===== src/rtl/mips_writeback_queue.sv =====
// Dual-lane in-order writeback queue feeding a two-port register file.
// It also forwards the youngest pending value for a queried register.
module mips_writeback_queue #(
    parameter int DEPTH = 8
) (
    input  logic        clk,
    input  logic        rst,
    input  logic        in_valid_1,
    input  logic [4:0]  in_reg_1,
    input  logic [31:0] in_data_1,
    input  logic        in_valid_2,
    input  logic [4:0]  in_reg_2,
    input  logic [31:0] in_data_2,
    output logic        in_ready,
    input  logic        wb_stall,
    output logic [4:0]  write_reg_1,
    output logic [31:0] write_data_1,
    output logic        signal_reg_write_1,
    output logic [4:0]  write_reg_2,
    output logic [31:0] write_data_2,
    output logic        signal_reg_write_2,
    input  logic [4:0]  query_reg,
    output logic        query_hit,
    output logic [31:0] query_data,
    output logic        empty
);

    localparam int PW = $clog2(DEPTH);
    localparam int CW = PW + 1;
    localparam logic [CW-1:0] DEPTH_C = CW'(DEPTH);

    logic [PW-1:0] head_q, head_d, tail_q, tail_d;
    logic [CW-1:0] count_q, count_d;
    logic [4:0]    reg_mem_q  [DEPTH];
    logic [4:0]    reg_mem_d  [DEPTH];
    logic [31:0]   data_mem_q [DEPTH];
    logic [31:0]   data_mem_d [DEPTH];

    logic          wr_en_1_q, wr_en_1_d, wr_en_2_q, wr_en_2_d;
    logic [4:0]    wr_reg_1_q, wr_reg_1_d, wr_reg_2_q, wr_reg_2_d;
    logic [31:0]   wr_data_1_q, wr_data_1_d, wr_data_2_q, wr_data_2_d;

    logic          accept_1_s, accept_2_s, pop_1_s, pop_2_s;
    logic [PW-1:0] second_ptr_s, lane2_ptr_s;
    logic          hit_s;
    logic [31:0]   hit_data_s;

    // Acceptance, pop selection and next-state computation
    always_comb begin
        in_ready     = (DEPTH_C - count_q) >= CW'(2);
        accept_1_s   = in_valid_1 && in_ready && (in_reg_1 != 5'd0);
        accept_2_s   = in_valid_2 && in_ready && (in_reg_2 != 5'd0);
        second_ptr_s = head_q + PW'(1);
        lane2_ptr_s  = accept_1_s ? (tail_q + PW'(1)) : tail_q;
        pop_1_s      = !wb_stall && (count_q >= CW'(1));
        // A same-register pair is split across cycles so the RF never sees two writes to one reg.
        pop_2_s      = pop_1_s && (count_q >= CW'(2)) &&
                       (reg_mem_q[second_ptr_s] != reg_mem_q[head_q]);

        for (int i = 0; i < DEPTH; i++) begin
            reg_mem_d[i]  = (accept_1_s && (tail_q == PW'(i)))      ? in_reg_1  :
                            (accept_2_s && (lane2_ptr_s == PW'(i))) ? in_reg_2  : reg_mem_q[i];
            data_mem_d[i] = (accept_1_s && (tail_q == PW'(i)))      ? in_data_1 :
                            (accept_2_s && (lane2_ptr_s == PW'(i))) ? in_data_2 : data_mem_q[i];
        end

        head_d  = head_q + PW'(pop_1_s) + PW'(pop_2_s);
        tail_d  = tail_q + PW'(accept_1_s) + PW'(accept_2_s);
        count_d = count_q + CW'(accept_1_s) + CW'(accept_2_s) - CW'(pop_1_s) - CW'(pop_2_s);

        wr_en_1_d   = pop_1_s;
        wr_reg_1_d  = pop_1_s ? reg_mem_q[head_q]          : 5'd0;
        wr_data_1_d = pop_1_s ? data_mem_q[head_q]         : 32'd0;
        wr_en_2_d   = pop_2_s;
        wr_reg_2_d  = pop_2_s ? reg_mem_q[second_ptr_s]    : 5'd0;
        wr_data_2_d = pop_2_s ? data_mem_q[second_ptr_s]   : 32'd0;
    end

    // Forwarding lookup: later matches override, scanning oldest to youngest
    always_comb begin
        hit_s      = wr_en_1_q && (wr_reg_1_q == query_reg);
        hit_data_s = hit_s ? wr_data_1_q : 32'd0;
        hit_data_s = (wr_en_2_q && (wr_reg_2_q == query_reg)) ? wr_data_2_q : hit_data_s;
        hit_s      = hit_s || (wr_en_2_q && (wr_reg_2_q == query_reg));
        for (int i = 0; i < DEPTH; i++) begin
            hit_data_s = ((CW'(i) < count_q) && (reg_mem_q[head_q + PW'(i)] == query_reg)) ?
                         data_mem_q[head_q + PW'(i)] : hit_data_s;
            hit_s      = hit_s || ((CW'(i) < count_q) && (reg_mem_q[head_q + PW'(i)] == query_reg));
        end
        query_hit  = hit_s && (query_reg != 5'd0);
        query_data = query_hit ? hit_data_s : 32'd0;
        empty      = (count_q == CW'(0)) && !wr_en_1_q && !wr_en_2_q;
    end

    // Control state and registered write ports
    always_ff @(posedge clk) begin
        if (rst) begin
            head_q      <= '0;
            tail_q      <= '0;
            count_q     <= '0;
            wr_en_1_q   <= 1'b0;
            wr_reg_1_q  <= 5'd0;
            wr_data_1_q <= 32'd0;
            wr_en_2_q   <= 1'b0;
            wr_reg_2_q  <= 5'd0;
            wr_data_2_q <= 32'd0;
        end else begin
            head_q      <= head_d;
            tail_q      <= tail_d;
            count_q     <= count_d;
            wr_en_1_q   <= wr_en_1_d;
            wr_reg_1_q  <= wr_reg_1_d;
            wr_data_1_q <= wr_data_1_d;
            wr_en_2_q   <= wr_en_2_d;
            wr_reg_2_q  <= wr_reg_2_d;
            wr_data_2_q <= wr_data_2_d;
        end
    end

    // Entry storage; contents are only meaningful below count, so no reset
    always_ff @(posedge clk) begin
        for (int i = 0; i < DEPTH; i++) begin
            reg_mem_q[i]  <= reg_mem_d[i];
            data_mem_q[i] <= data_mem_d[i];
        end
    end

    assign signal_reg_write_1 = wr_en_1_q;
    assign write_reg_1        = wr_reg_1_q;
    assign write_data_1       = wr_data_1_q;
    assign signal_reg_write_2 = wr_en_2_q;
    assign write_reg_2        = wr_reg_2_q;
    assign write_data_2       = wr_data_2_q;

endmodule


===== config.mk =====
export PLATFORM = sky130hd
export DESIGN_NAME = mips_writeback_queue
export DESIGN_NICKNAME = d
export VERILOG_FILES = /design/src/rtl/mips_writeback_queue.sv
export SDC_FILE = /design/constraint.sdc
export NUM_CORES = 1
export LEC_CHECK = 0
export BUFFER_PORTS_ARGS = -buffer_cell sky130_fd_sc_hd__buf_2
export CORE_MARGIN = 1.5
export CORE_UTILIZATION = 35
export CTS_BUF_LIST = sky130_fd_sc_hd__clkbuf_16
export DETAILED_ROUTE_END_ITERATION = 16
export SETUP_SLACK_MARGIN = 0.3
export SKIP_LAST_GASP = 1
export SYNTH_ARGS = -nofsm -noshare
export SYNTH_HDL_FRONTEND = slang
export SYNTH_SLANG_ARGS = --single-unit

===== constraint.sdc =====
create_clock -name clk -period 12.05 [get_ports clk]
set_clock_uncertainty 0.2 [all_clocks]
set_input_delay 2.41 -clock clk [delete_from_list [all_inputs] [get_ports clk]]
set_output_delay 2.41 -clock clk [all_outputs]
set_load 0.02 [all_outputs]

==> run metrics, run 1 <==
crit path time final 9.45 ns; vias in the first global route about 23000; crit path cell chain inv_1, ha_4, buf_4, mux4_2, xnor2_1, nand2_1, o21ai_1, nand4_1, buf_4, nand2b_2, a2111oi_0, a211oi_2, buf_2; gpl congestion between 0.8 and 0.9; FF+latch count, synth 382; Hold Path Class reg2reg; H-tree depth 2; Gate Count Post-Synth between 2000 and 3000; total power per unit cell area about 240 mW/mm^2; Root Buffer clkbuf_16; Logic pwr share 0.568; clock network fraction of total power 0.180; count leader, synth nand2_1; antenna-violating nets left 0; die area 0.0877 sq mm; Initial Util 0.353; Post-CTS Setup Repair Bufs 0; crit path max-delay cell type buf_4; FF-to-FF Start head_q[2]; Avg WL per Cell 26.5 um; fin crit share 0.784; core box area roughly 0.085 sq mm; Worst setup EP type output pin; Final setup violation count 0; sw frac 0.442; CTS Buffer Depth 3; FFs w/ async S/R, synth 0; Mapped Area 0.0301 sq mm; Leakage 11.4 nW; Setup TNS 0 ns; Reg2Reg Depth 15; Avg Inst Size Synth about 11 sq um; Max-slew headroom 0.252; total wire length ~100 mm; Max Fanout on Critical Path 57; NetSw between 0.003 and 0.004 W; layout cells sized above 1 0.359; Max-Cap Viols 0; cts bufs inserted between 40 and 50; Slew @ Worst Pin approximately 1.1 ns; # port buffers 194; drt initial violations 2142; placement row count roughly 110; FF-to-FF End count_q[2]; DP HPWL 64.0 mm; status completed; Power, Total between 0.008 and 0.009 W; Yosys top cell area share 0.296; initial antenna violation count 27; GRT overflow 0; Most used DFF post-synth edfxtp_1; Worst R2R Setup Slack ~6.2 ns; YS warnings 0; crit start category flop; number of synthesized flops with an enable pin between 200 and 300; Max VDD drop around 0.00027 V; largest net degree at the start of global routing 150; Seq/Total Area, Yosys 0.353; Seq pwr share 0.252; cell taking the most area after synthesis edfxtp_1; Area growth, synth to finish 11.8%; Via Count roughly 23000; syn_nets 2722; Die X about 300 um; gr usage total 0.229; sequential cell area between 0.01 and 0.015 sq mm; area of the multi-input gates 0.0186 sq mm; top cells by count, synth 416 x nand2_1, 329 x mux2_2, 296 x edfxtp_1, 257 x mux2i_1, 252 x mux4_2; num ports 195; Final Hold Vio Count 0; Final Max Slew Viols 0; Area contributors post-synth edfxtp_1 30%, mux4_2 19%, mux2_2 12%; Clock transition at path regs 0.06 ns; worst path required time approximately 9.4 ns; CP endpoint query_data[23]; Clk Latency, worst-skew pair ~0.59 ns; synth unique cells 53; Final #Nets around 2800; RSZ-0062 raised after global routing false; Cell Area, Placed 0.0321 sq mm; CTS tree done; CTS Hold Bufs 0; max frequency 0.106 GHz; die height between 200 and 300 um; Fillers between 8000 and 9000; drt first pass iters 6; routed vias/inst slightly above 6; # clock sinks between 300 and 400; CTS resizes 0; worst setup path class reg2out; crit-path max cell delay about 0.83 ns; internal power approximately 0.0045 W; first-pass GRT wire length about 150 mm; Critical Path Start head_q[1]; cell repeated most along the worst path buf_4; Design Area, Final ~0.034 sq mm; crit path DAT 6.84 ns; residual DRC count 0; Fin Hold WS around 0.45 ns
[metrics by stage]
| step | cells | setup WS (ns) | utilization |
|---|---|---|---|
| after detailed placement | 3760 | 3.16 | 0.376 |
| final | 3849 | 2.60 | 0.395 |
| after CTS | 3839 | 2.64 | 0.394 |
| after floorplan | 2616 | 4.33 | - |
| after global routing | 3844 | 2.21 | 0.395 |
| after global placement | 3760 | 3.22 | 0.376 |
[power by group through the flow]
stage | registers (W) | logic, W | clock network [W]
final | 0.00203 | 0.00457 | 0.00145
after global routing | 0.00206 | 0.00492 | 0.00152
after CTS | 0.00202 | 0.00455 | 0.00147
after detailed placement | 0.00205 | 0.00453 | 0
after global placement | 0.00204 | 0.00450 | 0
after floorplan | 0.00200 | 0.00332 | 0
[worst min path at each step]
stage	startpoint	endpoint	slack, ns	cells after the start
2_1_floorplan	tail_q[2]	tail_q[2]	0.37	2
3_3_place_gp	count_q[2]	count_q[2]	0.45	2
3_5_place_dp	count_q[2]	count_q[2]	0.44	2
4_1_cts	count_q[2]	count_q[2]	0.46	2
5_1_grt	count_q[2]	count_q[2]	0.53	2
6_report	count_q[2]	count_q[2]	0.45	2
[area by class of cell]
class	instances	area share
Clock buffer	46	0.0342
Inverter	21	0.00234
Antenna cell	10	0.000744
Timing Repair Buffer	240	0.0399
Clock inverter	33	0.0115
Sequential cell	382	0.316
Tap cell	1144	0.0426
Multi-Input combinational cell	1973	0.553
[critical path: cells and delay by family (launching register included)]
kind                       cells  cell delay [ns]
adders and majority gates      1             0.82
buffers and inverters          4             1.95
DFF                            1             0.80
muxes                          1             0.44
and+or+nand+nor                3             0.92
AOI/OAI and AO/OA              3             1.05
xor gates and xnor gates       1             0.14
[registers in the layout, summed over array words and instances, names as in the netlist]
signal and cells:
signal_reg_write_1 1, write_reg_1 5, reg_mem_q 40, data_mem_q 256, write_data_1 32, head_q 3, write_data_2 32, signal_reg_write_2 1
tail_q 3, count_q 4, write_reg_2 5
[kinds of logic (layout without fill, tap and decap cells)]
logic type,Yosys count,after routing,share of synthesized area
compound gates,301,301,0.0733
xor+xnor,76,76,0.0226
fa+ha+maj,22,22,0.0102
buf+inv,261,340,0.0387
flops,382,382,0.353
mux,840,840,0.398
other cells,0,10,0
simple gates,734,734,0.104
[cells in the final DEF, fill, tap and decap left out, types with 4 or more instances in the layout]
master     netlist  final
a2111oi_0       34     34
a211oi_1         5      4
a211oi_2        30     29
a21oi_1        101    100
a22oi_1         32     32
a31oi_1          8      7
and3_1          40     34
and3_2           0      6
buf_2           51    194
buf_4           16     44
bufinv_16        0      9
clkbuf_16        0     46
clkinv_1         0      6
clkinv_2         0      7
dfxtp_1         86     83
diode_2          0     10
edfxtp_1       296    296
fa_1             4      4
ha_1            18     17
inv_1           18     24
mux2_2         329    329
mux2i_1        257    257
mux4_2         252    252
nand2_1        416    416
nand3_1         18     14
nand3_2          0      4
nand4_1         36     36
nor2_1         151    150
nor2b_1          7      7
nor3_1          41     40
nor4_1           4      4
o211ai_1        33     33
o21ai_0         10      7
o21bai_4         0      5
o31a_1          32     32
or3_1            6      5
xnor2_1         44     43
xor2_1          30     28
[layer usage]
metal / share of wire / wire length (um) / vias to the layer above / track usage
met5: 0.0017 / 173 / - / 0
met4: 0.043 / 4340 / 28 / 0.100
met3: 0.091 / 9290 / 282 / 0.0577
met2: 0.47 / 48300 / 1129 / 0.376
met1: 0.39 / 39800 / 11600 / 0.285
li1: - / - / 10200 / -
Note: power is estimated with default switching activity, not from simulation.
==> run 2, diff against run 1 <==
Clock period 12.05 ns to 8.5 ns, I/O delays scaled along.
==> run 2 against run 1 <==
Worst hold slack gained 0.028 ns; utilization is essentially flat; global-route usage grew 0.30 points; flip-flop and latch count is the same; largest power group unchanged.
==> run metrics, run 2 (synthesized netlist as in run 1, its figures left out) <==
status completed (unchanged); total power per unit cell area 338 mW/mm^2 (was 239 mW/mm^2); DP HPWL 64.6 mm (was 64.0 mm); FF-to-FF Start head_q[0] (was head_q[2]); # clock sinks 382 (unchanged); num ports 195 (unchanged); GRT overflow 0 (unchanged); antenna-violating nets left 0 (unchanged); Slew @ Worst Pin 1.34 ns (was 1.12 ns); Max-Cap Viols 0 (unchanged); Worst setup EP type output pin (unchanged); Worst Hold Endpoint tail_q[2] (was count_q[2]); hold path depth 2 (unchanged); Max-slew headroom 0.0833 (was 0.252); Top reg by flops data_mem_q (unchanged); Place WS 1.22 ns (was 3.16 ns); CTS Hold Bufs 0 (unchanged); Clk Latency, worst-skew pair 0.60 ns (was 0.59 ns); first-pass GRT wire length 151 mm (was 149 mm); core box area 0.0851 sq mm (unchanged); Largest regs data_mem_q (256), reg_mem_q (40) (unchanged); Crit path max-delay family compound AO/OA/AOI/OAI gates (was buffers and inverters); Root Buffer clkbuf_16 (unchanged); Final setup violation count 0 (unchanged); hold wc startpoint tail_q[2] (was count_q[2]); drt initial violations 2198 (was 2142); commonest non-fill, non-tap cells in the layout 416 x nand2_1, 329 x mux2_2, 296 x edfxtp_1 (unchanged); gr usage total 0.232 (was 0.229); Max VDD drop 0.000261 V (was 0.000272 V); die area 0.0877 sq mm (unchanged); Clock transition at path regs 0.06 ns (about the same); gpl congestion 0.872 (was 0.897); Max Fanout on Critical Path 49 (was 57); vias in the first global route 22600 (was 22700); crit path cell chain inv_2, ha_4, mux4_2, xnor2_1, a21oi_1, a21oi_4, buf_4, and3_1, nor3_2, buf_4, a2111oi_0, a211oi_2, buf_2 (was inv_1, ha_4, buf_4, mux4_2, xnor2_1, nand2_1, o21ai_1, nand4_1, buf_4, nand2b_2, a2111oi_0, a211oi_2, buf_2); # port buffers 194 (unchanged); most common cell after layout, fill and taps aside nand2_1 (unchanged); Reg2Reg Depth 14 (was 15); CTS Buffer Depth 3 (unchanged); worst setup path class reg2out (unchanged); cts bufs inserted 45 (was 43); final setup margin 0.470 ns (was 2.60 ns); Final #Nets 2784 (was 2767); Leakage 11.5 nW (was 11.4 nW); crit start category flop (unchanged); worst path required time 6.60 ns (was 9.44 ns); Avg WL per Cell 26.8 um (was 26.5 um); die height 296 um (unchanged); Area growth, synth to finish 11.7% (was 11.8%); crit path DAT 6.13 ns (was 6.84 ns); Via Count 23400 (was 23300); max frequency roughly 0.12 GHz; Design Area, Final 0.0336 sq mm (about the same); cell repeated most along the worst path buf_4 (unchanged); crit path max-delay cell type a2111oi_0 (was buf_4); largest net degree at the start of global routing 124 (was 150); fin crit share 0.945; layout cells sized above 1 0.360 (was 0.359); total wire length 104 mm (was 102 mm); Hold Path Class reg2reg (unchanged); FF-to-FF End count_q[2] (unchanged); Critical Path Start head_q[0] (was head_q[1]); Final Max Slew Viols 0 (unchanged); Buf/Inv on CP 4 (unchanged); CTS tree done (unchanged); max reg flops 256 (unchanged); RSZ-0062 raised after global routing false (unchanged); placement row count 107 (unchanged); Final Hold Vio Count 0 (unchanged); Cell Area, Placed 0.0322 sq mm (was 0.0321 sq mm); final core utilization 0.395 (about the same); Worst R2R Setup Slack 3.41 ns (was 6.24 ns); crit path time final roughly 8.0 ns; Initial Util 0.353 (unchanged); crit-path max cell delay 1.13 ns (was 0.83 ns); routed vias/inst 6.06 (was 6.04); residual DRC count 0 (unchanged); drt first pass iters 6 (unchanged); Fin Hold WS 0.481 ns (was 0.453 ns); Die X 296 um (unchanged); Setup TNS 0 ns (unchanged); H-tree depth 2 (unchanged); initial antenna violation count 27 (unchanged)
run 2: metrics by stage:
stage | power [W] | cells
finish | 0.0113 | 3870
global placement | 0.00936 | 3775
CTS | 0.0113 | 3858
floorplan | 0.00754 | 2616
detailed placement | 0.00939 | 3775
global route | 0.0119 | 3862
run 2: what timing repair did:
item	in CTS	in global routing
gates resized for setup	0	1
setup endpoints to repair	0	1
buffers inserted	0	0
run 2: area by class of cell:
cell class	instances	area, sq um
clock buffer	47	1180
inverter	21	78.8
fill	8281	51600
tap	1144	1430
timing repair buffer	255	1440
clock inverter	36	234
sequential	382	10600
antenna	12	30.0
multi-input combinational	1973	18600
run 2: worst max path at each step:
stage / endpoint / slack (ns) / cells after the start
floorplan: data_mem_q[4][0] / 2.03 / 7
CTS: query_data[18] / 0.53 / 13
finish: query_data[5] / 0.47 / 13
global placement: query_data[18] / 1.24 / 13
global route: query_data[5] / 0.33 / 13
detailed placement: query_data[18] / 1.22 / 13
run 2: report_power, final:
group / internal (W) / leakage, nW / switching [W]
Combinational: 0.00262 / 7.31 / 0.00399
Sequential: 0.00252 / 3.41 / 0.000336
Clock: 0.00108 / 0.752 / 0.000809
run 2: tightest hold or removal path: cells and delay by family, from the launching register on:
kind          cells  cell delay [ns]
flops             1             0.41
xor+xnor          1             0.19
simple gates      1             0.03
run 2: routing by layer:
metal / global-route usage / part of all wire / vias to the layer above
li1: - / - / 10200
met1: 0.298 / 0.39 / 11800
met2: 0.383 / 0.48 / 1136
met3: 0.0477 / 0.089 / 293
met4: 0.0901 / 0.040 / 28
met5: 0 / 0.0016 / -
